[config.mk]
export PLATFORM = sky130hd
export DESIGN_NAME = serial_adder
export DESIGN_NICKNAME = d
export VERILOG_FILES = /design/src/rtl/serial_adder_pkg.sv /design/src/rtl/serial_adder_slice.sv /design/src/rtl/serial_adder.sv
export SDC_FILE = /design/constraint.sdc
export NUM_CORES = 1
export LEC_CHECK = 0
export CAP_MARGIN = 20
export CORE_MARGIN = 4
export CORE_UTILIZATION = 48
export DETAILED_ROUTE_END_ITERATION = 16
export PLACE_DENSITY = 0.78
export SLEW_MARGIN = 20
export SYNTH_ARGS = -nofsm -noshare
export SYNTH_HDL_FRONTEND = slang
export SYNTH_SLANG_ARGS = --single-unit
[constraint.sdc]
create_clock -name clk -period 1.77 [get_ports clk]
set_input_delay 0.354 -clock clk [delete_from_list [all_inputs] [get_ports clk]]
set_output_delay 0.354 -clock clk [all_outputs]
set_load 0.05 [all_outputs]
[src/rtl/serial_adder_pkg.sv]
// Shared types and constants for the bit-serial adder.
package serial_adder_pkg;

   localparam int SA_DEFAULT_WIDTH = 8;

   typedef enum logic [1:0] {
      IDLE = 2'd0,
      RUN  = 2'd1,
      DONE = 2'd2
   } sa_state_e;

endpackage

[src/rtl/serial_adder_slice.sv]
// One-bit full-adder slice shared by every bit position of the serial adder.
module serial_adder_slice (
   input  logic a_bit,
   input  logic b_bit,
   input  logic cin,
   output logic s,
   output logic cout
);

   // Combinational sum and carry of a single bit position.
   always_comb begin
      s    = a_bit ^ b_bit ^ cin;
      cout = (a_bit & b_bit) | (a_bit & cin) | (b_bit & cin);
   end

endmodule

[src/rtl/serial_adder.sv]
// Bit-serial adder: WIDTH operand bits pass LSB first through one full-adder
// slice, one bit per clock, with the carry held in a flop between bits.
// Optional macro SERIAL_ADDER_SUBTRACT_EN adds the 'sub' input (a - b).
//
// state | meaning
// IDLE  | waiting for start; outputs hold the last result
// RUN   | one bit added per clock, busy high
// DONE  | one-cycle done pulse; start here re-launches immediately
module serial_adder
   import serial_adder_pkg::*;
#(
   parameter int WIDTH = SA_DEFAULT_WIDTH,
   parameter int CNT_W = $clog2(WIDTH + 1)
) (
   input  logic             clk,
   input  logic             reset,
   input  logic             start,
   input  logic [WIDTH-1:0] a,
   input  logic [WIDTH-1:0] b,
   input  logic             carryin,
`ifdef SERIAL_ADDER_SUBTRACT_EN
   input  logic             sub,
`endif
   output logic             busy,
   output logic             done,
   output logic [WIDTH-1:0] sum,
   output logic             carryout,
   output logic             overflow
);

   sa_state_e        r_state;
   sa_state_e        w_next;
   logic [WIDTH-1:0] r_a;
   logic [WIDTH-1:0] r_b;
   logic [WIDTH-1:0] r_sum;
   logic [CNT_W-1:0] r_cnt;
   logic             r_carry;
   logic             r_carryout;
   logic             r_overflow;
   logic             w_load;
   logic             w_shift;
   logic             w_last;
   logic             w_s;
   logic             w_cout;
   logic [WIDTH-1:0] w_b_load;
   logic             w_cin_load;

`ifdef SERIAL_ADDER_SUBTRACT_EN
   // Subtraction is a + ~b + 1; the caller's carryin is ignored then.
   always_comb begin
      w_b_load   = sub ? ~b : b;
      w_cin_load = sub ? 1'b1 : carryin;
   end
`else
   // Add-only build loads the operands unchanged.
   always_comb begin
      w_b_load   = b;
      w_cin_load = carryin;
   end
`endif

   serial_adder_slice u_slice (
      .a_bit (r_a[0]),
      .b_bit (r_b[0]),
      .cin   (r_carry),
      .s     (w_s),
      .cout  (w_cout)
   );

   assign w_last = (r_cnt == CNT_W'(WIDTH - 1));

   // Next-state and datapath enables.
   always_comb begin
      w_next  = r_state;
      w_load  = 1'b0;
      w_shift = 1'b0;
      case (r_state)
         IDLE: begin
            if (start) begin
               w_load = 1'b1;
               w_next = RUN;
            end
         end
         RUN: begin
            w_shift = 1'b1;
            if (w_last) w_next = DONE;
         end
         DONE: begin
            if (start) begin
               w_load = 1'b1;
               w_next = RUN;
            end else begin
               w_next = IDLE;
            end
         end
         default: w_next = IDLE;
      endcase
   end

   // State register.
   always_ff @(posedge clk) begin
      if (reset) r_state <= IDLE;
      else       r_state <= w_next;
   end

   // Operand/sum shift registers, carry flop, bit counter and final flags.
   // The sum register is not cleared on load so the previous result stays
   // visible until the first RUN edge shifts in a new bit.
   always_ff @(posedge clk) begin
      if (reset) begin
         r_a        <= '0;
         r_b        <= '0;
         r_sum      <= '0;
         r_cnt      <= '0;
         r_carry    <= 1'b0;
         r_carryout <= 1'b0;
         r_overflow <= 1'b0;
      end else if (w_load) begin
         r_a     <= a;
         r_b     <= w_b_load;
         r_carry <= w_cin_load;
         r_cnt   <= '0;
      end else if (w_shift) begin
         r_a     <= r_a >> 1;
         r_b     <= r_b >> 1;
         r_sum   <= {w_s, r_sum[WIDTH-1:1]};
         r_carry <= w_cout;
         r_cnt   <= r_cnt + CNT_W'(1);
         if (w_last) begin
            r_carryout <= w_cout;
            r_overflow <= r_carry ^ w_cout;
         end
      end
   end

   assign busy     = (r_state == RUN);
   assign done     = (r_state == DONE);
   assign sum      = r_sum;
   assign carryout = r_carryout;
   assign overflow = r_overflow;

endmodule

==> out/metrics.cfg, run 1 <==
[outcome]
status = finished, final reports clean

[global_routing]
overflow = 0
grt_pass1_vias = 1113
track_usage_pct = 17.0
antenna_found_initial = 0
grt_max_degree = 22
grt_pass1_wl_mm = 4.76

[drt]
drc_errors = 0
num_vias = 1195
drt_wl_total_mm = 2.94
firstDrtPassIters = 4
first_iter_violations = 56
antenna_left = 0
wl_per_cell_um = 13.6
vias_per_cell = 5.53

[place]
numPortBuffers = 31
hpwl_mm = 2.12
gp_congestion = 0.813
dpl_cell_area_um2 = 1690

[synthesis]
ys_ff_latch = 33
synth_area_um2 = 1350
synth.avg_cell_area_um2 = 8.90
yosys_warnings = 0
yosysSeqAreaShare_pct = 48.8
synth_cell_types = 27
synth_cells = 152
syn_nets = 174

[final_layout]
syn_to_final_growth_pct = 31.0
final_nets = 207
drive_gt1_share_pct = 16.7
fill_cells = 211
final_area_um2 = 1770
num_antenna_cells = 0

[die]
die-area_um2 = 3730
die_w_um = 61.1
start_util_pct = 52.2
num_rows = 18
die_h_um = 61.1
fp.coreArea_um2 = 2590
ios = 32

[timing]
fmax_mhz = 597
setup_violations = 0
clock-skew-final_ns = 0.00498
finalMaxSlewViolations = 0
hold_violations = 0
period_minus_slack_ns = 1.68
period_share_pct = 94.7
rsz0062_at_grt = false
slew_headroom_pct = 85.1
fin_setup_tns_ns = 0
worst_pin_slew_ns = 0.221

[cts]
cts_tree = built
clk_latency_ns = 0.33
clkTransAtPathRegs_ns = 0.10
ctsResizeCount = 0
post_cts_buffers = 0
clk_path_buf_depth = 2
root_buffer = clkbuf_4
cts_hold_buffers = 0
htreeDepth = 2
cts-buffers-inserted = 5
cts_sinks = 33

[critical_path]
critPathKind = register to output port
cpMaxStageDelayCell = dfxtp_1
end_kind = output port
cpPeakStageDelay_ns = 0.36
cp_data_arrival_time_ns = 1.32
crit_fanout = 9
crit_chain = nand2b_1, inv_2, buf_4, buf_12
worstPathRequired_ns = 1.42
start_kind = register

[pwr]
power_density_nw_per_um2 = 928
p_leak_nw = 0.671
ir_worst_vdd_mv = 0.807

[hold_path]
hp-class = register to register

[run]
drv_cap = 0

worst paths after layout:
kind                                               from  slack, ns                     to  depth (start not counted)
worst max-delay path            r_state[1]$_SDFFE_PP0P_       0.09                   busy                          4
worst min-delay path                sum[0]$_SDFFE_PP0P_       0.47    sum[0]$_SDFFE_PP0P_                          2
worst max register to register     r_carry$_SDFFE_PP0P_       0.29  overflow$_SDFFE_PP0P_                          4
worst min register to register      sum[0]$_SDFFE_PP0P_       0.47    sum[0]$_SDFFE_PP0P_                          2
through the flow:
| stage | hold WS, ns | cells | setup WS (ns) | utilization, % | power (mW) |
|---|---|---|---|---|---|
| 2_1_floorplan | 0.448 | 152 | 0.366 | - | 0.981 |
| 3_3_place_gp | 0.442 | 208 | 0.271 | 65.1 | 1.07 |
| 3_5_place_dp | 0.460 | 208 | 0.232 | 65.1 | 1.08 |
| 4_1_cts | 0.474 | 216 | 0.0232 | 68.4 | 1.66 |
| 5_1_grt | 0.485 | 216 | 0.0234 | 68.4 | 1.72 |
| 6_report | 0.475 | 216 | 0.0944 | 68.4 | 1.64 |
critical path: cells and delay by family, from the launching register on:
kind / cells / cell delay (ns)
buf+inv: 3 / 0.41
flops: 1 / 0.36
simple gates: 1 / 0.22
layer usage:
| layer | share of wire (%) | vias to the layer above | track usage (%) |
|---|---|---|---|
| met5 | 0 | - | 0 |
| met4 | 1.4 | 0 | 4.95 |
| met3 | 6.7 | 4 | 7.34 |
| met2 | 48 | 36 | 26.1 |
| met1 | 44 | 549 | 21.6 |
| li1 | - | 606 | - |
power by group:
group	total [mW]	internal (mW)	leakage [nW]	switching, mW
clock	0.582	0.337	0.0455	0.244
combinational	0.254	0.127	0.355	0.128
sequential	0.809	0.783	0.270	0.0257
sequential cells by signal, indices dropped and copies added, names as in the netlist:
register,count
carryout,1
overflow,1
r_a,8
r_b,8
r_carry,1
r_cnt,4
r_state,2
sum,8
logic make-up after synthesis:
logic type,share of synthesized area [%]
adders and majority gates,2.41
muxes,2.22
DFF,48.8
xor gates and xnor gates,1.94
AOI/OAI and AO/OA,16.2
and+or+nand+nor,21.2
buffers and inverters,7.22
cells in the mapped netlist:
master | instances | area (um2)
a211oi_1 | 1 | 7.51
a21oi_1 | 15 | 75.1
a22oi_1 | 5 | 37.5
a311oi_1 | 2 | 17.5
and2b_1 | 1 | 7.51
buf_2 | 3 | 15.0
buf_4 | 5 | 37.5
buf_6 | 2 | 22.5
clkbuf_1 | 4 | 15.0
dfxtp_1 | 33 | 661
fa_1 | 1 | 20.0
ha_1 | 1 | 12.5
inv_1 | 2 | 7.51
mux2i_1 | 3 | 30.0
nand2_1 | 20 | 75.1
nand2b_1 | 2 | 12.5
nand3_1 | 6 | 30.0
nand3b_1 | 2 | 15.0
nor2_1 | 3 | 11.3
nor2b_1 | 2 | 12.5
nor3_1 | 22 | 110
o21ai_0 | 3 | 15.0
o22ai_1 | 8 | 50.1
o41ai_2 | 1 | 16.3
or3_1 | 2 | 12.5
xnor2_1 | 2 | 17.5
xor2_1 | 1 | 8.76
cell usage in the layout (no fill, tap or decap), drive strengths merged:
master         instances
a211oi                 1
a21oi                 15
a22oi                  5
a311oi                 2
and2b                  1
buf                   21
bufinv                 1
clkbuf                 7
clkdlybuf4s50         19
dfxtp                 33
fa                     1
ha                     1
inv                    2
mux2i                  3
nand2                 20
nand2b                 2
nand3                  6
nand3b                 2
nor2                   3
nor2b                  2
nor3                  22
o21ai                  3
o22ai                  8
o41ai                  1
or3                    2
xnor2                  2
xor2                   1
layout make-up:
cell class	instances	area (um2)	area share (%)
Clock buffer	7	55.1	3.11
Clock inverter	1	30.0	1.69
Inverter	2	7.51	0.424
Multi-Input combinational cell	103	594	33.5
Sequential cell	33	662	37.4
Tap cell	30	37.5	2.12
Timing Repair Buffer	40	385	21.8
Power figures use the tool's default switching activity.
==> run 2, diff against run 1 <==
--- a/config.mk
+++ b/config.mk
@@ -10,6 +10,7 @@
 export CORE_UTILIZATION = 48
 export DETAILED_ROUTE_END_ITERATION = 16
 export PLACE_DENSITY = 0.78
+export REMOVE_ABC_BUFFERS = 1
 export SLEW_MARGIN = 20
 export SYNTH_ARGS = -nofsm -noshare
 export SYNTH_HDL_FRONTEND = slang
==> run 2 against run 1 <==
Count of clock-buffer cells in the layout decreased by 2. Critical endpoint unchanged. Worst hold slack worse by 0.0071 ns. Highest routed layer unchanged. Final area fell by 3.4%. Sequential power hardly changed. Clock power shrank 35%. Maximum frequency is 3.3% higher. First-iteration DRC count decreased by 18%. Total power is 13% lower. Via count down 0.59%. Wire length down 3.5%. Combinational power down 4%. Non-clock buffer count shrank 1. Largest power group unchanged.
==> out/metrics.cfg, run 2 (same netlist as run 1, synthesis figures left out) <==
[pwr]
p_int_mw = 1.04  ; -17%
ir_worst_vdd_mv = 0.704  ; -13%
seq_power_share_pct = 56.5  ; +7.3 points
clkPwrFrac_pct = 26.3  ; -9.1 points
switching_share_pct = 27.2  ; +3.0 points
p_sw_mw = 0.389  ; -2.3%
combinationalPowerShare_pct = 17.2  ; +1.7 points
p_leak_nw = 0.645  ; -3.9%
power_density_nw_per_um2 = 834  ; -10%

[critical_path]
r2r_start = r_carry$_SDFFE_PP0P_
critPathKind = register to output port
rr_endpoint = overflow$_SDFFE_PP0P_
cp_data_arrival_time_ns = 1.27  ; -0.05 ns
startpoint = r_state[0]$_SDFFE_PP0P_
end_kind = output port
rrSetupSlack_ns = 0.28  ; about the same
crit_fanout = 23  ; +14
reg2reg_depth = 4  ; unchanged
crit_path_end = busy
start_kind = register
worstPathRequired_ns = 1.42  ; about the same

[drt]
vias_per_cell = 5.58  ; +0.81%
firstDrtPassIters = 4  ; unchanged
first_iter_violations = 46  ; -18%
num_vias = 1188  ; -0.59%
antenna_left = 0  ; unchanged
drc_errors = 0  ; unchanged
drt_wl_total_mm = 2.84  ; -3.5%
wl_per_cell_um = 13.3  ; -2.1%

[global_routing]
grt_pass1_wl_mm = 4.68  ; -1.7%
grt_busiest_layer = met2
grt_pass1_vias = 1094  ; -1.7%
antenna_found_initial = 0  ; unchanged
grt_max_degree = 31  ; +41%
track_usage_pct = 16.9  ; -0.036 points
use_met2_pct = 27.5  ; +1.4 points
grtUsageMet1_pct = 19.7  ; -1.9 points
overflow = 0  ; unchanged
grt_use_met3_pct = 7.34  ; unchanged

[timing]
clock-skew-final_ns = 0.00935  ; +0.00437 ns
worst_pin_slew_ns = 0.308  ; +0.0871 ns
fin_ws_ns = 0.149  ; +0.0542 ns
fmax_mhz = 617  ; +3.3%
period_minus_slack_ns = 1.62  ; -0.0542 ns
period_share_pct = 91.6  ; -3.1 points
slew_headroom_pct = 79.4  ; -5.6 points
finalMaxSlewViolations = 0  ; unchanged
rsz0062_at_grt = false
setup_violations = 0  ; unchanged
hold_violations = 0  ; unchanged

[die]
start_util_pct = 52.2  ; unchanged
die_w_um = 61.1  ; unchanged
num_rows = 18  ; unchanged
ios = 32  ; unchanged
die-area_um2 = 3730  ; unchanged
fp.coreArea_um2 = 2590  ; unchanged
die_h_um = 61.1  ; unchanged

[final_layout]
num_antenna_cells = 0  ; unchanged
fill_cells = 205  ; -2.8%
drive_gt1_share_pct = 14.8  ; -1.9 points
stdcell_count = 213  ; -1.4%
mostFrequentLayoutCells = dfxtp_1 (33), nor3_1 (22), nand2_1 (20), clkdlybuf4s50_1 (19), buf_4 (17)
final_nets = 206  ; -0.48%
multiInputGateArea_um2 = 594  ; unchanged
syn_to_final_growth_pct = 26.5
final_common_cell = dfxtp_1
ff_latch_area_um2 = 661  ; -0.19%

[cts]
htreeDepth = 2  ; unchanged
cts_tree = built
clkTransAtPathRegs_ns = 0.10  ; about the same
clk_latency_ns = 0.33  ; about the same
post_cts_buffers = 0  ; unchanged
cts-buffers-inserted = 5  ; unchanged
cts_sinks = 33  ; unchanged
clk_path_buf_depth = 2  ; unchanged
root_buffer = clkbuf_4

[place]
post-place-cells = 207  ; -0.48%
gp_congestion = 0.791  ; -2.7%
numPortBuffers = 31  ; unchanged
hpwl_mm = 1.93  ; -9.3%
pre_cts_ws_ns = 0.234  ; +0.00123 ns

[hold_path]
hp-class = register to register

[outcome]
status = finished, final reports clean

[run]
drv_cap = 0  ; unchanged

==> run 2: cell types whose count changed in the layout (fill, tap and decap cells not counted) <==
cell / previous run / this run
buf_12: 3 / 2
buf_4: 18 / 17
buf_6: 0 / 1
bufinv_16: 1 / 0
clkbuf_1: 1 / 0
clkbuf_8: 1 / 0
clkinv_2: 0 / 1
dfxtp_1: 32 / 33
dfxtp_2: 1 / 0
inv_1: 1 / 2
inv_2: 1 / 0
==> run 2: what timing repair did <==
item | in CTS | in global routing
setup endpoints to repair | 0 | 1
hold buffers | 0 | 0
gates resized for setup | 0 | 1
==> run 2: layout make-up <==
cell class                      instances  share of cell area, %
Sequential cell                        33                   38.6
Inverter                                2                  0.439
Clock buffer                            5                   2.19
Timing Repair Buffer                   39                   21.6
Multi-Input combinational cell        103                   34.7
Clock inverter                          1                  0.292
Tap cell                               30                   2.19
==> run 2: worst max-delay path, cell delays in order (launching register included) <==
cell and delay (ns):
dfxtp_1 0.38, nand2b_1 0.09, inv_1 0.09, buf_6 0.21
buf_12 0.16
==> run 2: layer usage <==
metal	share of wire, %	up-vias
met5	0	-
met4	1.1	0
met3	7.9	4
met2	48	36
met1	43	548
li1	-	600
==> run 2: stage by stage <==
stage	cell area (um2)	TNS [ns]	hold slack, ns	power [mW]	util, %
final	1710	0	0.468	1.43	66.1
after global routing	1710	0	0.500	1.50	66.1
after CTS	1710	0	0.468	1.44	65.9
after detailed placement	1670	0	0.454	1.07	64.3
after global placement	1670	0	0.446	1.06	64.3
after floorplan	1260	-8.40	0.423	0.946	-
==> run 2: power by group through the flow <==
| stage | clock (mW) | combinational (mW) | sequential (mW) |
|---|---|---|---|
| finish | 0.376 | 0.245 | 0.807 |
| global route | 0.418 | 0.267 | 0.812 |
| CTS | 0.386 | 0.243 | 0.807 |
| detailed placement | 0 | 0.243 | 0.824 |
| global placement | 0 | 0.237 | 0.822 |
| floorplan | 0 | 0.119 | 0.827 |
==> run 2: how the worst min path moves through the flow <==
stage,end,slack (ns),cells after the start,startpoint
floorplan,overflow$_SDFFE_PP0P_,0.42,1,reset
global placement,sum[0]$_SDFFE_PP0P_,0.45,2,sum[0]$_SDFFE_PP0P_
detailed placement,sum[0]$_SDFFE_PP0P_,0.45,2,sum[0]$_SDFFE_PP0P_
CTS,sum[0]$_SDFFE_PP0P_,0.47,2,sum[0]$_SDFFE_PP0P_
global route,sum[0]$_SDFFE_PP0P_,0.50,2,sum[0]$_SDFFE_PP0P_
finish,sum[0]$_SDFFE_PP0P_,0.47,2,sum[0]$_SDFFE_PP0P_
